<file path="src/rtl/divider_req_sequencer.sv">
// -----------------------------------------------------------------------------
// divider_req_sequencer
//   Front-end for the 32/17 rounding unsigned divider. Operand pairs are queued
//   in a small FIFO, launched one at a time (Start held for START_W cycles),
//   and the rounded quotient returned by the divider is held in an output
//   register until the consumer takes it. A zero divisor is answered locally
//   with an all-ones quotient and err=1. A missing Finish produces q=0, err=1
//   once TIMEOUT cycles have passed since Start rose.
//
// Ports
//   Clk_i, Rst_i               clock, asynchronous active-high reset
//   In_valid_i/In_ready_o      request handshake, operands In_z_i / In_d_i
//   Div_start_o/Div_z_o/Div_d_o  drive the divider's Start/Z/D pins
//   Div_q_i/Div_finish_i       quotient and 1-cycle completion pulse from divider
//   Out_valid_o/Out_ready_i    result handshake, Out_q_o / Out_err_o
// -----------------------------------------------------------------------------
module divider_req_sequencer #(
  parameter int Z_L     = 32,
  parameter int D_L     = 17,
  parameter int DEPTH   = 4,
  parameter int START_W = 2,
  parameter int TIMEOUT = 64
) (
  input  logic               Clk_i,
  input  logic               Rst_i,
  input  logic               In_valid_i,
  output logic               In_ready_o,
  input  logic [Z_L-1:0]     In_z_i,
  input  logic [D_L-1:0]     In_d_i,
  output logic               Div_start_o,
  output logic [Z_L-1:0]     Div_z_o,
  output logic [D_L-1:0]     Div_d_o,
  input  logic [Z_L-D_L:0]   Div_q_i,
  input  logic               Div_finish_i,
  output logic               Out_valid_o,
  input  logic               Out_ready_i,
  output logic [Z_L-D_L:0]   Out_q_o,
  output logic               Out_err_o
);

  localparam int Q_L = Z_L - D_L + 1;
  localparam int AW  = (DEPTH > 1) ? $clog2(DEPTH) : 1;
  localparam int SW  = $clog2(START_W + 1);
  localparam int TW  = $clog2(TIMEOUT + 1);

  typedef enum logic [1:0] {IDLE, START, WAIT} state_t;

  state_t state_reg, state_next;

  // Request FIFO: operand pairs stored as {z, d}
  logic [Z_L+D_L-1:0] fifo_mem [DEPTH];
  logic [AW-1:0]      wr_ptr_reg, rd_ptr_reg;
  logic [AW:0]        count_reg;
  logic               fifo_full, fifo_empty;
  logic               push, pop;
  logic [Z_L-1:0]     head_z;
  logic [D_L-1:0]     head_d;

  logic [SW-1:0]      start_cnt_reg;
  logic [TW-1:0]      tmo_cnt_reg;
  logic [Z_L-1:0]     div_z_reg;
  logic [D_L-1:0]     div_d_reg;
  logic               out_valid_reg, out_err_reg;
  logic [Q_L-1:0]     out_q_reg;

  logic               launch_zero, capture_ok, capture_tmo;

  assign fifo_full  = (count_reg == (AW+1)'(DEPTH));
  assign fifo_empty = (count_reg == '0);
  // A full FIFO refuses the push even if a pop happens in the same cycle.
  assign push       = In_valid_i && !fifo_full;
  assign {head_z, head_d} = fifo_mem[rd_ptr_reg];

  assign In_ready_o  = !fifo_full;
  // Decoded from the state register so the async reset drops it at once.
  assign Div_start_o = (state_reg == START);
  assign Div_z_o     = div_z_reg;
  assign Div_d_o     = div_d_reg;
  assign Out_valid_o = out_valid_reg;
  assign Out_q_o     = out_q_reg;
  assign Out_err_o   = out_err_reg;

  // Next-state and control strobes
  always_comb begin
    state_next  = state_reg;
    pop         = 1'b0;
    launch_zero = 1'b0;
    capture_ok  = 1'b0;
    capture_tmo = 1'b0;
    case (state_reg)
      IDLE: begin
        // Only launch once the previous result has left the output register.
        if (!fifo_empty && !out_valid_reg) begin
          pop = 1'b1;
          if (head_d == '0) launch_zero = 1'b1;
          else              state_next  = START;
        end
      end
      START: begin
        if (start_cnt_reg == SW'(START_W - 1)) state_next = WAIT;
      end
      WAIT: begin
        // Finish takes priority over a simultaneous timeout.
        if (Div_finish_i) begin
          capture_ok = 1'b1;
          state_next = IDLE;
        end else if (tmo_cnt_reg >= TW'(TIMEOUT - 1)) begin
          capture_tmo = 1'b1;
          state_next  = IDLE;
        end
      end
      default: state_next = IDLE;
    endcase
  end

  // FIFO storage has no reset so it can map onto RAM.
  always_ff @(posedge Clk_i) begin
    if (push) fifo_mem[wr_ptr_reg] <= {In_z_i, In_d_i};
  end

  always_ff @(posedge Clk_i or posedge Rst_i) begin
    if (Rst_i) begin
      state_reg     <= IDLE;
      wr_ptr_reg    <= '0;
      rd_ptr_reg    <= '0;
      count_reg     <= '0;
      start_cnt_reg <= '0;
      tmo_cnt_reg   <= '0;
      div_z_reg     <= '0;
      div_d_reg     <= '0;
      out_valid_reg <= 1'b0;
      out_q_reg     <= '0;
      out_err_reg   <= 1'b0;
    end else begin
      state_reg <= state_next;

      if (push) wr_ptr_reg <= wr_ptr_reg + 1'b1;
      if (pop)  rd_ptr_reg <= rd_ptr_reg + 1'b1;
      case ({push, pop})
        2'b10:   count_reg <= count_reg + 1'b1;
        2'b01:   count_reg <= count_reg - 1'b1;
        default: count_reg <= count_reg;
      endcase

      // Operands stay put from one pop to the next; the divider samples
      // them late, well after Start.
      if (pop) begin
        div_z_reg     <= head_z;
        div_d_reg     <= head_d;
        start_cnt_reg <= '0;
        tmo_cnt_reg   <= '0;
      end else begin
        if (state_reg == START) start_cnt_reg <= start_cnt_reg + 1'b1;
        // Counts cycles since Start rose, through START and WAIT.
        if (state_reg != IDLE)  tmo_cnt_reg   <= tmo_cnt_reg + 1'b1;
      end

      if (launch_zero) begin
        out_valid_reg <= 1'b1;
        out_q_reg     <= '1;
        out_err_reg   <= 1'b1;
      end else if (capture_ok) begin
        out_valid_reg <= 1'b1;
        out_q_reg     <= Div_q_i;
        out_err_reg   <= 1'b0;
      end else if (capture_tmo) begin
        out_valid_reg <= 1'b1;
        out_q_reg     <= '0;
        out_err_reg   <= 1'b1;
      end else if (out_valid_reg && Out_ready_i) begin
        out_valid_reg <= 1'b0;
      end
    end
  end

endmodule

</file>
<file path="config.mk">
export PLATFORM = sky130hd
export DESIGN_NAME = divider_req_sequencer
export DESIGN_NICKNAME = d
export VERILOG_FILES = /design/src/rtl/divider_req_sequencer.sv
export SDC_FILE = /design/constraint.sdc
export NUM_CORES = 1
export LEC_CHECK = 0
export BUFFER_PORTS_ARGS = -buffer_cell sky130_fd_sc_hd__buf_2
export CORE_UTILIZATION = 61
export CTS_BUF_LIST = sky130_fd_sc_hd__clkbuf_16
export CTS_CLUSTER_SIZE = 10
export DETAILED_ROUTE_END_ITERATION = 16
export PLACE_DENSITY = 0.84
export SLEW_MARGIN = 25
export SYNTH_ARGS = -nofsm -noshare
export SYNTH_HDL_FRONTEND = slang
export SYNTH_SLANG_ARGS = --single-unit
</file>
<file path="constraint.sdc">
create_clock -name Clk_i -period 4.1 [get_ports Clk_i]
set_input_delay 0.82 -clock Clk_i [delete_from_list [all_inputs] [get_ports Clk_i]]
set_output_delay 0.82 -clock Clk_i [all_outputs]
set_load 0.02 [all_outputs]
</file>
==> results.sh <==
export IMPL_vias=6089
export IMPL_clkTransAtPathRegs_ns=0.05
export IMPL_synth_most_common_cell="edfxtp_1"
export IMPL_regToRegEndpoint="Out_q_o[0]"
export IMPL_netlist_instances=610
export IMPL_rows=47
export IMPL_dpl_cell_area_sq_um=11500
export IMPL_finalCritPeriodShare_pct=69.9
export IMPL_drc=0
export IMPL_cts_root_buffer="clkbuf_16"
export IMPL_maxCapViolations=0
export IMPL_gr_total_overflow=0
export IMPL_holdCritPathClass="reg -> reg"
export IMPL_yosysWarnings=0
export IMPL_setup_viol_count_final=0
export IMPL_routedWlPerCell_um=22.4
export IMPL_worst_path_stages=5
export IMPL_ctsHoldBuffers=0
export IMPL_worst_path_max_fanout=30
export IMPL_hold_path_depth=2
export IMPL_stdcell_count=1014
export IMPL_critPathKind="reg -> reg"
export IMPL_synth_top_area_share_pct=55.8
export IMPL_start_util_pct=63.0
export IMPL_synthDistinctLibCells=40
export IMPL_p_clk_share_pct=25.9
export IMPL_cp_end_kind="flop"
export IMPL_final_setup_tns_ns=0
export IMPL_powerDensity_nw_per_um2=808
export IMPL_wirelength_um=22700
export IMPL_crit_arrival_ns=3.29
export IMPL_synthFlopType="edfxtp_1"
export IMPL_drive_above_1_share_pct=31.1
export IMPL_gr_usage_all_layers_pct=27.0
export IMPL_hpwl_um=13100
export IMPL_dp_cells=951
export IMPL_htreeDepth=2
export IMPL_cts_buffers=34
export IMPL_nets=845
export IMPL_die_area_sq_um=17800
export IMPL_swShare_pct=34.2
export IMPL_p_int_mw=6.62
export IMPL_die_x_um=134
export IMPL_syn_area_sq_um=10600
export IMPL_fmax_mhz=349
export IMPL_max_slew_worst_pin_slew_ns=0.891
export IMPL_rsz0062_at_grt="no"
export IMPL_ff2ff_path_depth=5
export IMPL_crit_path_start_kind="flop"
export IMPL_ios=139
export IMPL_clk_path_buf_depth=3
export IMPL_cp_slowest_cell="dfrtp_4"
export IMPL_drv_slew=0
export IMPL_core_area_sq_um=16800
export IMPL_cp_required_ns=4.52
export IMPL_area_growth_pct=18.1
export IMPL_clock_sinks=281
export IMPL_post_cts_buffers=0
export IMPL_gp_congestion=0.778
export IMPL_leakage_nw=5.09
export IMPL_fin_crit_ns=2.87
export IMPL_synth_edf_count=196
export IMPL_path_cells="mux4_1 > nor4_2 > nand3_2 > nor3_4 > a221o_1"
export IMPL_cts_resized=0
export IMPL_synth_largest_area_cell="edfxtp_1"
export IMPL_ys_seq_area_share_pct=75.9
export IMPL_relSlewSlack_pct=40.6
export IMPL_min_to="Div_z_o[26]"
export IMPL_finalClockSkew_ns=0.0200
export IMPL_critPathMaxStageDelay_ns=0.83
export IMPL_die_h_um=134
export IMPL_async_flop_share_pct=30.2
export IMPL_ant_nets=0
export IMPL_final_hold_violation_count=0
export IMPL_portBuffers=138
export IMPL_design_area_sq_um=12500
export IMPL_drt_iter0_drc=578
export IMPL_worstSkewPairLatency_ns=0.50
export IMPL_grt_pass1_wl_um=35400
export IMPL_reg2reg_from="rd_ptr_reg[0]"
export IMPL_power_switching_mw=3.45
export IMPL_r2r_slack_ns=1.23
export IMPL_tritoncts="built"
export IMPL_avgSynthCellArea_sq_um=17.3
export IMPL_synthTopCellsByArea="edfxtp_1 (56%), dfrtp_1 (20%), mux4_2 (10%), nand2_1 (5.7%), a221o_1 (1.5%)"
export IMPL_grt_pass1_vias=6371
export IMPL_p_comb_share_pct=30.3
export IMPL_crit_buf_inv=0
export IMPL_dr_pass1_iters=5
export IMPL_syn_num_nets=688
export IMPL_largest_reg_flops=196
export IMPL_hp_start="Div_z_o[26]"
export IMPL_worst_path_dominant_cell_family="simple AND/OR/NAND/NOR gates"
export IMPL_synth_common_cells="edfxtp_1 (196), nand2_1 (159), dfrtp_1 (85), mux4_2 (47), a221o_1 (16)"
export IMPL_grt_max_degree=86
export IMPL_fin_hold_ws_ns=0.465
export IMPL_grt_antenna_before_repair=2
export IMPL_ys_ff_latch=281
export IMPL_ir_worst_vdd_mv=0.493
export IMPL_viasPerCell=6.00
export IMPL_power_frac_seq_pct=43.8
export IMPL_regMostFlops="fifo_mem"
export IMPL_status="finished, final reports clean"
-- worst max path at each step --
stage / start / to / slack (ns)
floorplan: Rst_i / Div_d_o[0] / 1.09
global placement: rd_ptr_reg[0] / Out_err_o / 1.35
detailed placement: rd_ptr_reg[0] / Out_q_o[14] / 1.17
CTS: rd_ptr_reg[0] / Out_q_o[12] / 1.19
global route: rd_ptr_reg[0] / Out_err_o / 1.02
finish: rd_ptr_reg[0] / Out_q_o[0] / 1.23
-- worst register-to-register path, stage by stage (launching register included) --
cell     delay, ns
dfrtp_4       0.83
mux4_1        0.68
nor4_2        0.34
nand3_2       0.16
nor3_4        0.57
a221o_1       0.21
-- layout by cell type (no fill, tap or decap), types with 3 or more instances in the layout --
cell type	instances
clkbuf_16	35
ha_1	7
inv_1	31
xnor2_1	3
edfxtp_1	196
mux4_2	47
dfrtp_1	83
nand2_1	158
and3_2	4
o21ai_0	12
nor2_1	8
buf_2	138
a221o_1	16
buf_4	8
nand3_1	5
inv_6	3
xor2_1	3
-- per-stage QoR --
step / setup slack, ns / utilization, % / total power, mW
6_report: 1.23 / 74.3 / 10.1
5_1_grt: 1.02 / 74.3 / 10.5
4_1_cts: 1.19 / 74.3 / 10.1
3_5_place_dp: 1.17 / 68.4 / 7.43
3_3_place_gp: 1.35 / 68.4 / 7.22
2_1_floorplan: 1.09 / - / 6.45
-- cell type report --
class	instances	area [sq um]
flip-flops and latches	281	8020
inverters	10	42.5
repair buffers	146	751
well taps	220	275
clock inverters	26	108
fillers	960	4300
diodes	2	5.00
multi-input cells	294	2380
clock buffers	35	876
-- power groups by stage --
stage | combinational, mW | clock (mW) | sequential [mW]
floorplan | 1.86 | 0 | 4.60
CTS | 3.08 | 2.65 | 4.41
global route | 3.30 | 2.75 | 4.48
global placement | 2.87 | 0 | 4.35
detailed placement | 3.01 | 0 | 4.42
finish | 3.05 | 2.61 | 4.41
-- logic make-up after synthesis --
family          share of synthesized area [%]
fa+ha+maj                                1.02
buf+inv                                  1.59
mux                                      10.6
compound gates                           2.74
flops                                    75.9
simple gates                             7.59
xor+xnor                                0.498
-- metal layers --
layer	part of all wire, %	up-vias	global-route usage [%]	wire, um
li1	-	2618	-	-
met1	38	3081	34.4	8590
met2	52	327	45.7	11800
met3	6.7	63	5.44	1530
met4	3.4	0	11.2	770
met5	0	-	0	0
(Power assumes the default switching activity.)
